<file path="config.mk">
export PLATFORM = sky130hd
export DESIGN_NAME = alu_mc
export DESIGN_NICKNAME = d
export VERILOG_FILES = /design/src/rtl/alu_mc_pkg.sv /design/src/rtl/mul_shift_add.sv /design/src/rtl/alu_mc.sv
export SDC_FILE = /design/constraint.sdc
export NUM_CORES = 1
export LEC_CHECK = 0
export CAP_MARGIN = 15
export CORE_MARGIN = 3
export CORE_UTILIZATION = 55
export CTS_CLUSTER_SIZE = 12
export DETAILED_ROUTE_END_ITERATION = 16
export GPL_TIMING_DRIVEN = 0
export PLACE_DENSITY_LB_ADDON = 0.2
export SYNTH_ARGS = -nofsm -noshare
export SYNTH_HDL_FRONTEND = slang
export SYNTH_SLANG_ARGS = --single-unit
</file>
<file path="constraint.sdc">
create_clock -name clk -period 5.3 [get_ports clk]
set_clock_uncertainty 0.2 [all_clocks]
set_input_delay 1.325 -clock clk [delete_from_list [all_inputs] [get_ports clk]]
set_output_delay 1.325 -clock clk [all_outputs]
set_load 0.01 [all_outputs]
</file>
<file path="src/rtl/alu_mc_pkg.sv">
// Shared types for the multi-cycle ALU: operation codes and FSM states.
package alu_mc_pkg;

  typedef enum logic [2:0] {
    OP_ADD = 3'b000,
    OP_SUB = 3'b001,
    OP_AND = 3'b010,
    OP_OR  = 3'b011,
    OP_XOR = 3'b100,
    OP_DEC = 3'b101,
    OP_INC = 3'b110,
    OP_MUL = 3'b111
  } op_t;

  typedef enum logic [1:0] {
    ST_IDLE = 2'd0,
    ST_EXEC = 2'd1,
    ST_DONE = 2'd2
  } state_t;

endpackage

</file>
<file path="src/rtl/mul_shift_add.sv">
// Iterative unsigned shift-add multiplier, one partial product per step.
// Ports:
//   clk, rst_n     clock, async active-low reset
//   load           capture a/b, clear acc, cnt=WIDTH
//   step           perform one shift-add iteration (ignored when not busy)
//   a, b           multiplicand / multiplier
//   busy           iterations remain (cnt != 0)
//   last           the current step is the final one
//   product        accumulator value after the current step completes
module mul_shift_add #(
  parameter int unsigned WIDTH = 8
) (
  input  logic               clk,
  input  logic               rst_n,
  input  logic               load,
  input  logic               step,
  input  logic [WIDTH-1:0]   a,
  input  logic [WIDTH-1:0]   b,
  output logic               busy,
  output logic               last,
  output logic [2*WIDTH-1:0] product
);

  localparam int unsigned CNT_W = $clog2(WIDTH + 1);
  localparam int unsigned PW    = 2 * WIDTH;

  logic [PW-1:0]    r_mcand;
  logic [WIDTH-1:0] r_mplier;
  logic [PW-1:0]    r_acc;
  logic [CNT_W-1:0] r_cnt;
  logic [PW-1:0]    w_acc_nxt;

  // Partial product for this step is added when the multiplier LSB is set.
  assign w_acc_nxt = r_mplier[0] ? (r_acc + r_mcand) : r_acc;

  assign busy    = (r_cnt != '0);
  assign last    = (r_cnt == CNT_W'(1));
  assign product = w_acc_nxt;

  // Iteration registers.
  always_ff @(posedge clk or negedge rst_n) begin
    if (!rst_n) begin
      r_mcand  <= '0;
      r_mplier <= '0;
      r_acc    <= '0;
      r_cnt    <= '0;
    end else if (load) begin
      r_mcand  <= PW'(a);
      r_mplier <= b;
      r_acc    <= '0;
      r_cnt    <= CNT_W'(WIDTH);
    end else if (step && busy) begin
      r_acc    <= w_acc_nxt;
      r_mcand  <= r_mcand << 1;
      r_mplier <= r_mplier >> 1;
      r_cnt    <= r_cnt - CNT_W'(1);
    end
  end

endmodule

</file>
<file path="src/rtl/alu_mc.sv">
// Multi-cycle ALU with registered result/flags and valid/ready handshakes.
// Single-cycle ops complete at the accept edge; MUL iterates WIDTH steps.
// Ports:
//   clk, rst_n               clock, async active-low reset
//   in_valid / in_ready      request handshake (in_ready is combinational)
//   op, a, b, cin            operation and operands, sampled at accept
//   out_valid / out_ready    result handshake
//   y, y_hi                  result (y_hi = MUL high half, else 0)
//   flag_z/c/n/v             zero, carry/borrow, negative, signed overflow
module alu_mc
  import alu_mc_pkg::*;
#(
  parameter int unsigned WIDTH = 8
) (
  input  logic             clk,
  input  logic             rst_n,
  input  logic             in_valid,
  output logic             in_ready,
  input  logic [2:0]       op,
  input  logic [WIDTH-1:0] a,
  input  logic [WIDTH-1:0] b,
  input  logic             cin,
  output logic             out_valid,
  input  logic             out_ready,
  output logic [WIDTH-1:0] y,
  output logic [WIDTH-1:0] y_hi,
  output logic             flag_z,
  output logic             flag_c,
  output logic             flag_n,
  output logic             flag_v
);

  localparam int unsigned W1  = WIDTH + 1;
  localparam int unsigned MSB = WIDTH - 1;

  state_t             r_state;
  logic               r_out_valid;
  logic [WIDTH-1:0]   r_y;
  logic [WIDTH-1:0]   r_y_hi;
  logic               r_z;
  logic               r_c;
  logic               r_n;
  logic               r_v;

  op_t                w_op;
  logic               w_accept;
  logic               w_mul_load;
  logic               w_mul_step;
  logic               w_mul_busy;
  logic               w_mul_last;
  logic [2*WIDTH-1:0] w_product;
  logic [WIDTH-1:0]   w_opb;
  logic               w_cin;
  logic [W1-1:0]      w_sum;
  logic [W1-1:0]      w_dif;
  logic [WIDTH-1:0]   w_res;
  logic               w_c;
  logic               w_v;

  assign w_op       = op_t'(op);
  assign in_ready   = (r_state == ST_IDLE) || ((r_state == ST_DONE) && out_ready);
  assign w_accept   = in_valid && in_ready;
  assign w_mul_load = w_accept && (w_op == OP_MUL);
  assign w_mul_step = (r_state == ST_EXEC) && w_mul_busy;

  mul_shift_add #(
    .WIDTH (WIDTH)
  ) u_mul (
    .clk     (clk),
    .rst_n   (rst_n),
    .load    (w_mul_load),
    .step    (w_mul_step),
    .a       (a),
    .b       (b),
    .busy    (w_mul_busy),
    .last    (w_mul_last),
    .product (w_product)
  );

  // Shared adder/subtractor: INC/DEC reuse it with a constant operand of 1.
  always_comb begin
    w_opb = ((w_op == OP_INC) || (w_op == OP_DEC)) ? WIDTH'(1) : b;
    w_cin = ((w_op == OP_ADD) || (w_op == OP_SUB)) ? cin : 1'b0;
    w_sum = {1'b0, a} + {1'b0, w_opb} + W1'(w_cin);
    w_dif = {1'b0, a} - {1'b0, w_opb} - W1'(w_cin);
  end

  // Single-cycle result, carry/borrow and overflow.
  always_comb begin
    w_res = '0;
    w_c   = 1'b0;
    w_v   = 1'b0;
    case (w_op)
      OP_ADD, OP_INC: begin
        w_res = w_sum[WIDTH-1:0];
        w_c   = w_sum[WIDTH];
        w_v   = (a[MSB] == w_opb[MSB]) && (w_sum[MSB] != a[MSB]);
      end
      OP_SUB, OP_DEC: begin
        w_res = w_dif[WIDTH-1:0];
        w_c   = w_dif[WIDTH];
        w_v   = (a[MSB] != w_opb[MSB]) && (w_dif[MSB] != a[MSB]);
      end
      OP_AND:  w_res = a & b;
      OP_OR:   w_res = a | b;
      OP_XOR:  w_res = a ^ b;
      default: w_res = '0;
    endcase
  end

  // Control FSM and output registers.
  always_ff @(posedge clk or negedge rst_n) begin
    if (!rst_n) begin
      r_state     <= ST_IDLE;
      r_out_valid <= 1'b0;
      r_y         <= '0;
      r_y_hi      <= '0;
      r_z         <= 1'b0;
      r_c         <= 1'b0;
      r_n         <= 1'b0;
      r_v         <= 1'b0;
    end else begin
      case (r_state)
        ST_IDLE, ST_DONE: begin
          if (w_accept) begin
            if (w_op == OP_MUL) begin
              r_state     <= ST_EXEC;
              r_out_valid <= 1'b0;
            end else begin
              r_state     <= ST_DONE;
              r_out_valid <= 1'b1;
              r_y         <= w_res;
              r_y_hi      <= '0;
              r_z         <= (w_res == '0);
              r_c         <= w_c;
              r_n         <= w_res[MSB];
              r_v         <= w_v;
            end
          end else if (r_state == ST_DONE && out_ready) begin
            r_state     <= ST_IDLE;
            r_out_valid <= 1'b0;
          end
        end
        ST_EXEC: begin
          if (w_mul_last) begin
            r_state     <= ST_DONE;
            r_out_valid <= 1'b1;
            r_y         <= w_product[WIDTH-1:0];
            r_y_hi      <= w_product[2*WIDTH-1:WIDTH];
            r_z         <= (w_product == '0);
            r_c         <= (w_product[2*WIDTH-1:WIDTH] != '0);
            r_n         <= w_product[MSB];
            r_v         <= 1'b0;
          end
        end
        default: begin
          r_state     <= ST_IDLE;
          r_out_valid <= 1'b0;
        end
      endcase
    end
  end

  assign out_valid = r_out_valid;
  assign y         = r_y;
  assign y_hi      = r_y_hi;
  assign flag_z    = r_z;
  assign flag_c    = r_c;
  assign flag_n    = r_n;
  assign flag_v    = r_v;

endmodule

</file>
==> results.py <==
metrics = {
    "worst_setup_path": {
        "path_common_cell": "buf_4",
        "worst-path-max-fanout": 10,
        "crit_family": "compound AO/OA/AOI/OAI gates",
        "crit_path_top_delay_cell": "fa_1",
        "cp.arrival_ps": 5160,
        "cpPeakStageDelay_ps": 580,
        "path_cells": "clkdlybuf4s50_1 -> buf_4 -> buf_4 -> nor2b_2 -> o21ai_4 -> nand2_1 -> fa_1 -> inv_1 -> ha_1 -> xor2_1 -> a221oi_1 -> o2111a_1 -> o211ai_1 -> o31a_1 -> o21ai_1",
        "cp_num_buf_inv": 4,
        "critPathRequiredTime_ps": 5370,
        "critPathKind": "input port to register",
        "end_kind": "register",
        "start_kind": "input port",
    },
    "sta": {
        "maxSlewViolCount": 0,
        "setup_ws_ps": 211,
        "tightest_slew_ps": 1070,
        "slew_headroom_pct": 27.6,
        "rsz0062_at_grt": "no",
        "min_period_ps": 5090,
        "final-setup-viol-count": 0,
        "period_share_pct": 96.0,
        "hold_violations": 0,
        "fin_setup_tns_ps": 0,
        "maxClockFrequency_ghz": 0.197,
        "whs_ps": 282,
    },
    "yosys": {
        "ys.flop_type": "dfrtp_1",
        "yosysSeqAreaShare_pct": 31.9,
        "syn_area_mm2": 0.00510,
        "ys_async_sr_fraction_pct": 100,
        "syn_inst": 610,
        "synth_warnings": 0,
        "ys_ff_latch": 65,
        "syn-num-nets": 693,
        "synth_edf_count": 0,
        "syn_area_per_cell_um2": 8.37,
        "synth_cell_types": 58,
    },
    "clocking": {
        "cts_buffers": 9,
        "cts_max_level": 3,
        "cts_tree": "done",
        "cts.reportedPaths.clkPinSlew_ps": 70,
        "clock_path_buffers": 2,
        "cts_num_sinks": 65,
        "clk_latency_ps": 340,
        "cts-root-buf": "clkbuf_8",
    },
    "global_routing": {
        "antenna_found_initial": 0,
        "grt_pass1_vias": 4579,
        "overflow": 0,
        "grt_max_degree": 66,
        "grt_pass1_wl_um": 23300,
        "grt_use_total_pct": 28.7,
    },
    "power_and_ir_drop": {
        "combPwrFrac_pct": 47.9,
        "p_int_uw": 1500,
        "peakVddDrop_mv": 0.185,
        "power_uw": 2600,
        "p_clk_share_pct": 19.5,
        "power_density_mw_per_mm2": 432,
        "switching_share_pct": 42.5,
        "power.switching_uw": 1100,
        "p_seq_share_pct": 32.6,
        "p_leak_uw": 0.00283,
    },
    "routing": {
        "viasPerCell": 6.03,
        "drt_iter0_drc": 333,
        "drc": 0,
        "wl_per_cell_um": 18.3,
        "num_vias": 4718,
        "antenna_left": 0,
        "dr.pass1.iters": 5,
        "drt_wl_total_um": 14300,
    },
    "floorplan": {
        "core_area_mm2": 0.00885,
        "die_area_mm2": 0.0105,
        "num_rows": 34,
        "die_w_um": 102,
        "initial_core_util_pct": 57.7,
        "io_pins": 46,
        "die_height_um": 102,
    },
    "placed_design": {
        "place.gp.congestion": 0.917,
        "dp_hpwl_um": 11200,
        "place_worst_setup_slack_ps": -1470,
        "port_buffers": 44,
    },
    "run_status": {
        "status": "completed",
    },
    "final_layout": {
        "syn_to_final_growth_pct": 17.8,
        "fin_nets": 753,
        "fin_util_pct": 68.0,
        "n_antenna_cell": 0,
        "drive_gt1_share_pct": 6.08,
    },
    "job": {
        "cap_violations": 0,
    },
    "worst_hold_path": {
        "hold_class": "register to register",
    },
}
==> worst min-delay path: stages (launching register included) <==
cell and delay [ps]:
dfrtp_1 340, nand2_1 50, o21ai_0 60
==> path summary, 6_finish.rpt <==
path                                start               to  slack [ps]  cells after the start
setup / recovery                    op[0]           flag_z         210                     15
hold / removal                    y_hi[1]          y_hi[1]         280                      2
setup reg to reg           u_mul.r_acc[3]           flag_z        1540                      9
hold reg to reg                   y_hi[1]          y_hi[1]         280                      2
max in group asynchronous           rst_n  u_mul.r_acc[15]        3490                      1
min in group asynchronous           rst_n          y_hi[0]         860                      1
==> per-layer routing <==
layer | vias to the layer above | global-route usage [%] | share of wire, %
li1 | 2272 | - | -
met1 | 2264 | 37.7 | 43
met2 | 153 | 48.0 | 49
met3 | 29 | 3.82 | 4.2
met4 | 0 | 11.6 | 3.5
met5 | - | 0 | 0
==> kinds of logic after synthesis <==
kind of cell / Yosys count / synth area share (%)
AOI/OAI and AO/OA: 168 / 21.2
muxes: 12 / 2.35
adders and majority gates: 59 / 15.2
buffers and inverters: 68 / 5.07
xor gates and xnor gates: 24 / 4.12
DFF: 65 / 31.9
and+or+nand+nor: 214 / 20.2
==> cells in the mapped netlist (all sizes together) (4+ instances only) <==
cell type / n / area [um2]
nor3: 9 / 45.0
xor2: 9 / 78.8
and3: 9 / 56.3
nand2: 105 / 394
and2: 10 / 62.6
clkbuf: 20 / 75.1
o21ai: 51 / 255
nor2b: 14 / 87.6
nand3b: 7 / 52.6
nor2: 24 / 90.1
buf: 4 / 18.8
a21o: 7 / 52.6
dfrtp: 65 / 1630
nand2b: 12 / 75.1
nand3: 7 / 35.0
o22ai: 9 / 56.3
fa: 5 / 100
ha: 54 / 676
inv: 44 / 165
xnor2: 15 / 131
o221ai: 6 / 52.6
mux2i: 12 / 120
a22oi: 16 / 120
a221oi: 4 / 35.0
a211o: 4 / 35.0
a21oi: 37 / 185
==> power groups by stage <==
stage               Clock (uW)  Combinational (uW)  Sequential, uW
floorplan                    0                 851             797
global placement             0                1170             839
detailed placement           0                1210             846
CTS                        511                1220             838
global route               537                1370             865
finish                     507                1240             846
==> metrics by stage <==
stage                     instance area [um2]  std cells
after floorplan                          5100        610
after global placement                   5680        762
after detailed placement                 5680        762
after CTS                                5950        777
after global routing                     6010        782
final                                    6010        782
==> area by class of cell <==
type	count	area [um2]
Inverter	44	165
Buffer	24	105
Clock inverter	6	108
Clock buffer	9	124
Timing Repair Buffer	49	478
Tap cell	108	135
Sequential cell	65	1630
Multi-Input combinational cell	477	3270
Fill cell	757	2830
==> registers in the layout, summed over array words and instances, names as in the netlist <==
name	flops
u_mul.r_cnt	4
u_mul.r_mplier	8
y_hi	8
flag_v	1
u_mul.r_mcand	16
y	8
flag_z	1
flag_c	1
u_mul.r_acc	16
r_state	2
==> cell usage in the layout (no fill, tap or decap), types with 4 or more instances in the layout <==
master           instances
a211o_1                  4
a21o_1                   7
a21oi_1                 36
a22oi_1                 16
and2_1                  10
and3_1                   9
buf_4                   10
clkbuf_1                19
clkbuf_8                 9
clkdlybuf4s50_1         42
dfrtp_1                 65
fa_1                     5
ha_1                    54
inv_1                   44
mux2i_1                 12
nand2_1                105
nand2b_1                12
nand3_1                  7
nand3b_1                 7
nor2_1                  24
nor2b_1                 12
nor3_1                   9
o21ai_0                 47
o221ai_1                 6
o22ai_1                  9
xnor2_1                 15
xor2_1                   9
==> timing repair <==
| item | 4_1_cts | 5_1_grt |
|---|---|---|
| setup endpoints to repair | 11 | 4 |
| hold buffers | 0 | 0 |
| pin swaps | 0 | 4 |
| hold endpoints to repair | 0 | 0 |
| setup buffers | 0 | 5 |
| resized for setup | 13 | 12 |
No activity file was read; power rests on OpenSTA's default activity.
